### src/rtl/policy_deck_shuffler_if.sv
// Handshake bundle between the game core and the policy deck shuffler.
// The core is the master: it drives seed/start/deck and reads back the result.
interface policy_deck_shuffler_if #(
  parameter int W = 17
);
  logic         seed_load;
  logic [15:0]  seed;
  logic         start;
  logic [4:0]   n_cards;
  logic [W-1:0] deck_in;
  logic         busy;
  logic         done;
  logic [W-1:0] deck_out;

  modport master (
    output seed_load, seed, start, n_cards, deck_in,
    input  busy, done, deck_out
  );

  modport slave (
    input  seed_load, seed, start, n_cards, deck_in,
    output busy, done, deck_out
  );
endinterface

### src/rtl/policy_deck_shuffler.sv
// In-place Fisher-Yates shuffle of the low n_cards policy bits,
// driven by a free-running 16-bit LFSR with rejection sampling.
module policy_deck_shuffler #(
  parameter int          W         = 17,
  parameter logic [15:0] LFSR_SEED = 16'hACE1
) (
  input logic             clk,
  input logic             rst_n,
  policy_deck_shuffler_if.slave bus
);

  typedef enum logic {
    S_IDLE,
    S_RUN
  } state_t;

  state_t       state;
  logic [15:0]  lfsr;
  logic [15:0]  lfsr_step;
  logic [15:0]  seed_fix;
  logic [4:0]   i;
  logic [4:0]   n_eff;
  logic [4:0]   mask;
  logic [4:0]   r;
  logic         accept;
  logic         bit_i;
  logic         bit_r;
  logic [W-1:0] deck;
  logic [W-1:0] swapped;
  logic         busy_q;
  logic         done_q;

  assign lfsr_step = {lfsr[14:0],
                      lfsr[15] ^ lfsr[13] ^ lfsr[12] ^ lfsr[10]};
  assign seed_fix  = (bus.seed == 16'h0) ? LFSR_SEED : bus.seed;
  assign n_eff     = (bus.n_cards > 5'(W)) ? 5'(W) : bus.n_cards;

  // Smallest all-ones mask covering i keeps rejection below one half.
  always_comb begin
    mask = 5'h01;
    unique case (1'b1)
      i[4]:                   mask = 5'h1f;
      (i[4:3] == 2'b01):      mask = 5'h0f;
      (i[4:2] == 3'b001):     mask = 5'h07;
      (i[4:1] == 4'b0001):    mask = 5'h03;
      default:                mask = 5'h01;
    endcase
  end

  assign r      = lfsr[4:0] & mask;
  assign accept = (r <= i);

  always_comb begin
    bit_i   = 1'b0;
    bit_r   = 1'b0;
    swapped = deck;
    for (int k = 0; k < W; k++) begin
      if (5'(k) == i) bit_i = deck[k];
      if (5'(k) == r) bit_r = deck[k];
    end
    for (int k = 0; k < W; k++) begin
      if (5'(k) == i)      swapped[k] = bit_r;
      else if (5'(k) == r) swapped[k] = bit_i;
    end
  end

  always_ff @(posedge clk or negedge rst_n) begin
    if (!rst_n) begin
      state  <= S_IDLE;
      lfsr   <= LFSR_SEED;
      i      <= '0;
      deck   <= '0;
      busy_q <= 1'b0;
      done_q <= 1'b0;
    end else begin
      done_q <= 1'b0;
      lfsr   <= lfsr_step;
      unique case (state)
        S_IDLE: begin
          if (bus.seed_load) lfsr <= seed_fix;
          if (bus.start) begin
            deck <= bus.deck_in;
            if (n_eff <= 5'd1) begin
              done_q <= 1'b1;
            end else begin
              i      <= n_eff - 5'd1;
              state  <= S_RUN;
              busy_q <= 1'b1;
            end
          end
        end
        S_RUN: begin
          if (accept) begin
            deck <= swapped;
            i    <= i - 5'd1;
            if (i == 5'd1) begin
              state  <= S_IDLE;
              busy_q <= 1'b0;
              done_q <= 1'b1;
            end
          end
        end
        default: state <= S_IDLE;
      endcase
    end
  end

  assign bus.busy     = busy_q;
  assign bus.done     = done_q;
  assign bus.deck_out = deck;

endmodule
### src/flat_wrapper.sv
// flat-port wrapper written by rule: the top's interface ports become plain ports
module policy_deck_shuffler_flat 
#(
  parameter int          W         = 17,
  parameter logic [15:0] LFSR_SEED = 16'hACE1
)
  (clk, rst_n, bus_seed_load, bus_seed, bus_start, bus_n_cards, bus_deck_in, bus_busy, bus_done, bus_deck_out);
  policy_deck_shuffler_if #(.W(W)) bus_i ();
  input logic clk;
  input logic rst_n;
  input wire logic [$bits(bus_i.seed_load)-1:0] bus_seed_load;
  input wire logic [$bits(bus_i.seed)-1:0] bus_seed;
  input wire logic [$bits(bus_i.start)-1:0] bus_start;
  input wire logic [$bits(bus_i.n_cards)-1:0] bus_n_cards;
  input wire logic [$bits(bus_i.deck_in)-1:0] bus_deck_in;
  output wire logic [$bits(bus_i.busy)-1:0] bus_busy;
  output wire logic [$bits(bus_i.done)-1:0] bus_done;
  output wire logic [$bits(bus_i.deck_out)-1:0] bus_deck_out;
  assign bus_i.seed_load = bus_seed_load;
  assign bus_i.seed = bus_seed;
  assign bus_i.start = bus_start;
  assign bus_i.n_cards = bus_n_cards;
  assign bus_i.deck_in = bus_deck_in;
  assign bus_busy = bus_i.busy;
  assign bus_done = bus_i.done;
  assign bus_deck_out = bus_i.deck_out;
  policy_deck_shuffler #(.W(W), .LFSR_SEED(LFSR_SEED)) u_core (.clk(clk), .rst_n(rst_n), .bus(bus_i));
endmodule
### config.mk
export PLATFORM = sky130hd
export DESIGN_NAME = policy_deck_shuffler_flat
export DESIGN_NICKNAME = d
export VERILOG_FILES = /design/src/rtl/policy_deck_shuffler_if.sv /design/src/rtl/policy_deck_shuffler.sv /design/src/flat_wrapper.sv
export SDC_FILE = /design/constraint.sdc
export NUM_CORES = 1
export LEC_CHECK = 0
export ABC_AREA = 0
export CORE_MARGIN = 2
export CORE_UTILIZATION = 55
export CTS_CLUSTER_SIZE = 24
export DETAILED_ROUTE_END_ITERATION = 16
export GPL_TIMING_DRIVEN = 0
export PLACE_DENSITY = 0.83
export SLEW_MARGIN = 25
export SYNTH_ARGS = -nofsm -noshare
export SYNTH_HDL_FRONTEND = slang
export SYNTH_SLANG_ARGS = --single-unit
### constraint.sdc
create_clock -name clk -period 7.8 [get_ports clk]
set_clock_uncertainty 0.15 [all_clocks]
set_input_delay 1.56 -clock clk [delete_from_list [all_inputs] [get_ports clk]]
set_output_delay 1.56 -clock clk [all_outputs]
set_load 0.05 [all_outputs]
==> load_flow_metrics.sql, run 1 <==
INSERT INTO impl_metrics (metric_group, metric, value, unit) VALUES
('worst_setup_path', 'cp_slowest_stage_delay', '0.60', 'ns'),
('worst_setup_path', 'critical_path_s_slowest_cell', 'sky130_fd_sc_hd__o41ai_4', ''),
('worst_setup_path', 'worstPathCellList', 'buf_2, o41ai_4, inv_2, buf_4, ha_1, nor2b_1, o21a_1, o211ai_1, nand2_1, clkbuf_1, o21ai_0, a21boi_0, a21oi_1', ''),
('finish', 'drive_above_1_share', '0.1404', ''),
('job', 'maxCapViolations', '0', ''),
('synthesis', 'syn_inst', '387', ''),
('clock_tree', 'tritoncts_num_sinks', '41', ''),
('synthesis', 'synth.distinct_cells', '70', ''),
('placed_design', 'portBuffers', '60', ''),
('clock_tree', 'cts-hold-fix-buffers', '0', ''),
('clock_tree', 'worst_setup_hold_path_clk_slew', '0.10', 'ns'),
('route', 'wirelength', '10850', 'um'),
('synthesis', 'ys_ff_latch', '41', ''),
('run_status', 'run_status', 'finished, final reports clean', ''),
('timing', 'finalCriticalPeriod', '3.681', 'ns'),
('route', 'post_drt_antenna_nets', '0', ''),
('floorplan', 'initial_core_util', '0.5638', ''),
('floorplan', 'fp-row-count', '28', ''),
('worst_setup_path', 'critical_path_data_arrival_time', '3.72', 'ns'),
('grt', 'overflow', '0', ''),
('grt', 'grt.met2_usage', '0.5492', ''),
('route', 'vias', '3453', ''),
('placed_design', 'routabilityCongestion', '1.004', ''),
('clock_tree', 'cts_setup_buffers', '0', ''),
('finish', 'n_fill_cell', '509', ''),
('grt', 'number_of_global_route_vias_before_repair', '3229', ''),
('placed_design', 'detail_placement_hpwl', '8397', 'um'),
('timing', 'maxSlewViolCount', '0', ''),
('route', 'initialDrtViolationCount', '308', ''),
('grt', 'gr-max-usage-layer', 'met2', ''),
('grt', 'initial_antenna_violation_count', '0', ''),
('timing', 'setup_repair_after_global_routing_missed_its_margin', 'no', ''),
('route', 'drc', '0', ''),
('clock_tree', 'ctsHtreeMaxLevel', '2', ''),
('grt', 'grt_first_pass_wirelength', '16850', 'um'),
('clock_tree', 'cts_made_buffers', '5', ''),
('grt', 'maximum_number_of_pins_on_one_net_before_global_route_repair', '23', ''),
('worst_setup_path', 'end_kind', 'register', ''),
('timing', 'tns', '0', 'ns'),
('synthesis', 'synth_area', '3318', 'um2'),
('route', 'wl_per_cell', '20.43', 'um'),
('grt', 'groute.usage.overall', '0.3381', ''),
('floorplan', 'die-area', '6670', 'um2'),
('worst_setup_path', 'combined_buffer_and_inverter_count_along_the_critical_path', '4', ''),
('synthesis', 'synth_enable_flop_cells', '0', ''),
('clock_tree', 'cts-root-buf', 'sky130_fd_sc_hd__clkbuf_8', ''),
('worst_setup_path', 'critical_path.max_fanout', '10', ''),
('synthesis', 'asyncSetResetFlopFracSynth', '1.000', ''),
('worst_setup_path', 'worstRegToRegCells', '13', ''),
('synthesis', 'synth_nets', '440', ''),
('worst_setup_path', 'timing.critical_path.max_delay_family', 'compound AO/OA/AOI/OAI gates', ''),
('floorplan', 'die_w', '81.67', 'um'),
('route', 'drt-vias-per-instance', '6.503', ''),
('finish', 'insertedDiodeCount', '0', ''),
('timing', 'setup_viol', '0', ''),
('min_path', 'timing.hold.worst_path_depth', '1', ''),
('finish', 'area.growth.synth_to_final', '24.55', '%'),
('pwr', 'vdd_ir_drop_max', '0.2913', 'mV'),
('clock_tree', 'post_cts_resized', '0', ''),
('grt', 'gr-usage-met1', '0.4475', ''),
('clock_tree', 'clk-insertion-delay-late', '0.31', 'ns'),
('worst_setup_path', 'worstSetupStartpointType', 'register', ''),
('finish', 'nNetsFinal', '508', ''),
('worst_setup_path', 'critPathRequiredTime', '7.84', 'ns'),
('timing', 'hold_ws', '0.3460', 'ns'),
('synthesis', 'sequential_cell_area_fraction_in_the_yosys_report', '0.3122', ''),
('synthesis', 'synthesis.yosys.warnings', '0', ''),
('synthesis', 'syn_avg_cell_area', '8.574', 'um2'),
('synthesis', 'ys_dominant_reg_cell', 'sky130_fd_sc_hd__dfrtp_1', ''),
('pwr', 'static_leakage', '1.611', 'nW'),
('timing', 'post-route-period-util', '0.4719', '');
power breakdown:
part / total, mW / internal [mW] / switching [mW]
logic: 1.55 / 0.599 / 0.947
clock network: 0.161 / 0.0678 / 0.0930
registers: 0.455 / 0.338 / 0.117
total: 2.16 / 1.00 / 1.16
per-layer routing:
layer  share of wire  up-vias  wire length, um
met5               0        -                0
met4           0.025        0              276
met3           0.088       30              957
met2            0.47      199             5074
met1            0.42     1651             4539
li1                -     1573                -
kinds of logic (layout without fill, tap and decap cells):
logic type | Yosys count | count (layout) | share of synthesized area
DFF | 41 | 41 | 0.3122
AOI/OAI and AO/OA | 124 | 124 | 0.2719
muxes | 25 | 25 | 0.08748
xor gates and xnor gates | 4 | 4 | 0.01056
and+or+nand+nor | 145 | 145 | 0.2262
buffers and inverters | 37 | 106 | 0.05015
adders and majority gates | 11 | 11 | 0.04148
Yosys cell counts, drive strengths merged, types with 6 or more instances:
| cell | instances | area [um2] |
|---|---|---|
| o21ai | 30 | 153.9 |
| a21boi | 11 | 93.84 |
| dfrtp | 33 | 825.8 |
| buf | 9 | 60.06 |
| nor3 | 9 | 45.04 |
| a21oi | 22 | 110.1 |
| nor4 | 7 | 43.79 |
| o221ai | 6 | 52.55 |
| nand3 | 7 | 35.03 |
| nand2 | 47 | 176.4 |
| nor2 | 24 | 90.09 |
| dfstp | 8 | 210.2 |
| inv | 12 | 45.04 |
| mux2 | 22 | 247.7 |
| ha | 11 | 137.6 |
| nor2b | 11 | 68.82 |
| a31oi | 7 | 50.05 |
| o22a | 9 | 78.83 |
| clkbuf | 15 | 57.55 |
| and2 | 11 | 68.82 |
final timing paths:
check / startpoint / to / slack, ns
min in group asynchronous: rst_n / u_core.bus.deck_out[15] / 1.07
max in group asynchronous: rst_n / u_core.lfsr[7] / 5.86
setup / recovery: u_core.i[4] / u_core.bus.deck_out[9] / 4.12
hold reg to reg: u_core.lfsr[14] / u_core.lfsr[15] / 0.35
setup reg to reg: u_core.i[4] / u_core.bus.deck_out[9] / 4.12
hold / removal: u_core.lfsr[14] / u_core.lfsr[15] / 0.35
per-stage QoR:
stage / std cells / utilization / setup slack (ns) / area, um2 / power, mW
floorplan: 387 / - / 4.639 / 3318 / 1.514
global placement: 522 / 0.6818 / 3.881 / 4013 / 1.929
detailed placement: 523 / 0.6856 / 3.799 / 4035 / 1.964
CTS: 531 / 0.7022 / 4.126 / 4133 / 2.128
global route: 531 / 0.7022 / 3.862 / 4133 / 2.295
finish: 531 / 0.7022 / 4.119 / 4133 / 2.162
state kept, by name, indices dropped and copies added, names as in the netlist:
name	flops
u_core.bus.done	1
u_core.state	1
u_core.bus.busy	1
u_core.lfsr	16
u_core.bus.deck_out	17
u_core.i	5
cell type report:
type | count | area, um2 | share of cell area
buffer | 24 | 117.6 | 0.02846
tap | 75 | 93.84 | 0.02271
multi-input combinational | 309 | 2116 | 0.5120
inverter | 13 | 48.80 | 0.01181
timing repair buffer | 61 | 623.1 | 0.1508
sequential | 41 | 1036 | 0.2507
clock inverter | 3 | 28.78 | 0.006963
clock buffer | 5 | 68.82 | 0.01665
cells in the final DEF, fill, tap and decap left out, drive strengths merged, types with 3 or more instances in the layout:
master,synthesis,layout
nand2,47,47
nand3,7,7
o22a,9,9
dfstp,8,8
and2,11,11
nand4,4,4
o21ai,30,30
o21a,4,4
nor4,7,7
o221ai,6,6
nor2b,11,11
nand2b,3,3
ha,11,11
inv,12,15
a21o,3,3
a21oi,22,22
nor2,24,24
clkdlybuf4s50,0,59
nand3b,5,5
or3,3,3
nor3,9,9
nor3b,4,4
a31oi,7,7
dfrtp,33,33
xnor2,3,3
mux2,22,22
a21boi,11,11
a211oi,4,4
clkbuf,15,20
buf,9,11
Power figures use the tool's default switching activity.
==> run 2, diff against run 1 <==
CORE_UTILIZATION = 53   (was 55)
PLACE_DENSITY = 0.81   (was 0.83)
clock period = 3.85 ns   (was 7.8 ns; I/O delays follow)
==> run 2 against run 1 <==
Clock power is 120% higher. Critical path depth stayed put. Combinational power is 100% higher. Routed wire length is 0.49% higher. Final cell count is 0.38% higher. Power is 110% higher. Count of clock-buffer cells in the layout is 1 higher. Critical endpoint unchanged. Largest cell class unchanged. Highest routed layer unchanged.
==> load_flow_metrics.sql, run 2 (same netlist as run 1, synthesis figures left out) <==
INSERT INTO impl_metrics (metric_group, metric, value, unit) VALUES
('run_status', 'run_status', 'finished, final reports clean', ''),
('timing', 'post-route-period-util', '0.9196', ''),
('route', 'wirelength', '10900', 'um'),
('worst_setup_path', 'worstRegToRegCells', '13', ''),
('pwr', 'ratio_of_total_power_to_cell_area', '1068', 'nW/um2'),
('worst_setup_path', 'timing.critical_path.max_delay_family', 'compound AO/OA/AOI/OAI gates', ''),
('worst_setup_path', 'cp_slowest_stage_delay', '0.45', 'ns'),
('route', 'drc', '0', ''),
('placed_design', 'portBuffers', '60', ''),
('clock_tree', 'cts_tree', 'built', ''),
('worst_setup_path', 'critPathRequiredTime', '3.88', 'ns'),
('grt', 'number_of_global_route_vias_before_repair', '3404', ''),
('placed_design', 'detail_placement_hpwl', '8247', 'um'),
('pwr', 'vdd_ir_drop_max', '0.7145', 'mV'),
('job', 'maxCapViolations', '0', ''),
('timing', 'setup_viol', '0', ''),
('clock_tree', 'ctsHtreeMaxLevel', '2', ''),
('grt', 'initial_antenna_violation_count', '0', ''),
('floorplan', 'fp-row-count', '28', ''),
('grt', 'grt_first_pass_wirelength', '17670', 'um'),
('worst_setup_path', 'combined_buffer_and_inverter_count_along_the_critical_path', '4', ''),
('worst_setup_path', 'critical_path_data_arrival_time', '3.57', 'ns'),
('grt', 'maximum_number_of_pins_on_one_net_before_global_route_repair', '23', ''),
('timing', 'setup_repair_after_global_routing_missed_its_margin', 'no', ''),
('timing', 'worst_slew_margin_rel', '0.3461', ''),
('worst_setup_path', 'critical_path.reg2reg.startpoint', 'u_core.i[4]', ''),
('timing', 'tns', '0', 'ns'),
('route', 'post_drt_antenna_nets', '0', ''),
('clock_tree', 'cts_made_buffers', '5', ''),
('worst_setup_path', 'end_kind', 'register', ''),
('worst_setup_path', 'worstSetupPathType', 'reg -> reg', ''),
('floorplan', 'initial_core_util', '0.5539', ''),
('worst_setup_path', 'critical_path_s_slowest_cell', 'sky130_fd_sc_hd__o41ai_4', ''),
('floorplan', 'core_area', '5991', 'um2'),
('floorplan', 'die_w', '83.13', 'um'),
('clock_tree', 'max-clock-path-buffers', '2', ''),
('finish', 'area.growth.synth_to_final', '25.41', '%'),
('clock_tree', 'post_cts_resized', '0', ''),
('finish', 'nNetsFinal', '510', ''),
('clock_tree', 'tritoncts_num_sinks', '41', ''),
('worst_setup_path', 'setup.reg_to_reg.worst_slack', '0.31', 'ns'),
('worst_setup_path', 'worstSetupStartpointType', 'register', ''),
('clock_tree', 'cts-root-buf', 'sky130_fd_sc_hd__clkbuf_8', ''),
('timing', 'maxSlewViolCount', '0', ''),
('worst_setup_path', 'regToRegEndpoint', 'u_core.bus.deck_out[9]', ''),
('placed_design', 'detailed_place.area', '4035', 'um2'),
('clock_tree', 'worst_setup_hold_path_clk_slew', '0.09', 'ns'),
('route', 'wl_per_cell', '20.45', 'um'),
('route', 'drt_pre_antenna_iters', '5', ''),
('pwr', 'static_leakage', '1.625', 'nW'),
('finish', 'drive_above_1_share', '0.1419', ''),
('floorplan', 'design.portCount', '61', ''),
('route', 'initialDrtViolationCount', '306', ''),
('floorplan', 'die_y', '83.13', 'um'),
('placed_design', 'routabilityCongestion', '0.9904', ''),
('min_path', 'timing.hold.worst.class', 'in -> async', ''),
('route', 'vias', '3468', ''),
('timing', 'hold_fails_final_rpt', '0', ''),
('floorplan', 'die-area', '6910', 'um2'),
('timing', 'achievable-frequency', '282.4', 'MHz'),
('grt', 'overflow', '0', ''),
('route', 'drt-vias-per-instance', '6.507', ''),
('finish', 'largest_reg_flops', '17', ''),
('finish', 'layout.cells.most_common', 'sky130_fd_sc_hd__clkdlybuf4s50_1', ''),
('grt', 'groute.usage.overall', '0.3183', ''),
('finish', 'layout.cells.most_common_list', 'sky130_fd_sc_hd__clkdlybuf4s50_1 (59), sky130_fd_sc_hd__nand2_1 (47), sky130_fd_sc_hd__dfrtp_1 (33)', ''),
('worst_setup_path', 'critical_path.max_fanout', '10', ''),
('timing', 'tightest_slew', '0.9707', 'ns'),
('clock_tree', 'clk-insertion-delay-late', '0.30', 'ns'),
('worst_setup_path', 'worstPathCellList', 'buf_2, o41ai_4, inv_2, buf_4, ha_1, nor2b_1, o21a_1, o211ai_1, nand2_1, clkbuf_1, o21ai_0, a21boi_0, a21oi_1', ''),
('timing', 'finalCriticalPeriod', '3.541', 'ns'),
('finish', 'insertedDiodeCount', '0', ''),
('finish', 'design_area', '4161', 'um2');
[run 2: cell count changes in the layout (fill, tap and decap cells not counted)]
cell | before | now
sky130_fd_sc_hd__buf_4 | 1 | 3
sky130_fd_sc_hd__bufinv_16 | 0 | 1
sky130_fd_sc_hd__clkbuf_1 | 14 | 15
sky130_fd_sc_hd__clkinv_4 | 0 | 1
sky130_fd_sc_hd__inv_6 | 2 | 0
sky130_fd_sc_hd__inv_8 | 1 | 0
[run 2: worst max path at each step]
stage               depth (start not counted)                       to  slack, ns   startpoint
detailed placement                         13   u_core.bus.deck_out[9]       0.23  u_core.i[4]
finish                                     13   u_core.bus.deck_out[9]       0.31  u_core.i[4]
CTS                                        13   u_core.bus.deck_out[9]       0.20  u_core.i[4]
floorplan                                  13  u_core.bus.deck_out[11]       0.83  u_core.i[4]
global route                               13   u_core.bus.deck_out[9]       0.18  u_core.i[4]
global placement                           13   u_core.bus.deck_out[9]       0.26  u_core.i[4]
[run 2: layout make-up]
class / count / area [um2]
clock inverter: 2 / 38.79
multi-input combinational: 309 / 2116
clock buffer: 6 / 72.57
buffer: 24 / 117.6
tap: 75 / 93.84
timing repair buffer: 63 / 638.1
inverter: 13 / 48.80
sequential: 41 / 1036
fill: 500 / 1829
[run 2: what timing repair did]
action | CTS | global route
endpoints found under the setup margin | 0 | 4
hold buffers | 0 | 0
buffers inserted | 0 | 2
[run 2: worst register-to-register path: stages (launching register included)]
cell and delay, ns:
sky130_fd_sc_hd__dfrtp_1 0.36, sky130_fd_sc_hd__buf_2 0.18, sky130_fd_sc_hd__o41ai_4 0.46, sky130_fd_sc_hd__inv_2 0.11, sky130_fd_sc_hd__buf_4 0.20, sky130_fd_sc_hd__ha_1 0.31
sky130_fd_sc_hd__nor2b_1 0.13, sky130_fd_sc_hd__o21a_1 0.19, sky130_fd_sc_hd__o211ai_1 0.19, sky130_fd_sc_hd__nand2_1 0.22, sky130_fd_sc_hd__clkbuf_1 0.30, sky130_fd_sc_hd__o21ai_0 0.32
sky130_fd_sc_hd__a21boi_0 0.21, sky130_fd_sc_hd__a21oi_1 0.08
[run 2: layer usage]
layer | global-route usage | routed length (um) | up-vias | part of all wire
met2 | 0.4993 | 5040 | 198 | 0.46
met1 | 0.4395 | 4648 | 1658 | 0.43
li1 | - | - | 1581 | -
met5 | 0 | 0 | - | 0
met4 | 0.09836 | 234 | 0 | 0.021
met3 | 0.07058 | 977 | 31 | 0.090
[run 2: metrics by stage]
step | setup slack, ns | util | power (mW) | hold WS, ns | cells
after floorplan | 0.8319 | - | 3.067 | 0.3056 | 387
after global placement | 0.2609 | 0.6698 | 3.926 | 0.3127 | 522
after detailed placement | 0.2275 | 0.6736 | 3.982 | 0.3374 | 523
after CTS | 0.1963 | 0.6921 | 4.357 | 0.3217 | 531
after global routing | 0.1786 | 0.6947 | 4.699 | 0.3430 | 533
final | 0.3094 | 0.6947 | 4.443 | 0.3033 | 533
[run 2: where the power goes]
part	leakage (nW)	switching, mW	total [mW]	internal (mW)
Clock	0.0554	0.167	0.362	0.195
Sequential	0.469	0.248	0.932	0.685
Combinational	1.10	1.92	3.15	1.23
Total	1.63	2.34	4.44	2.11
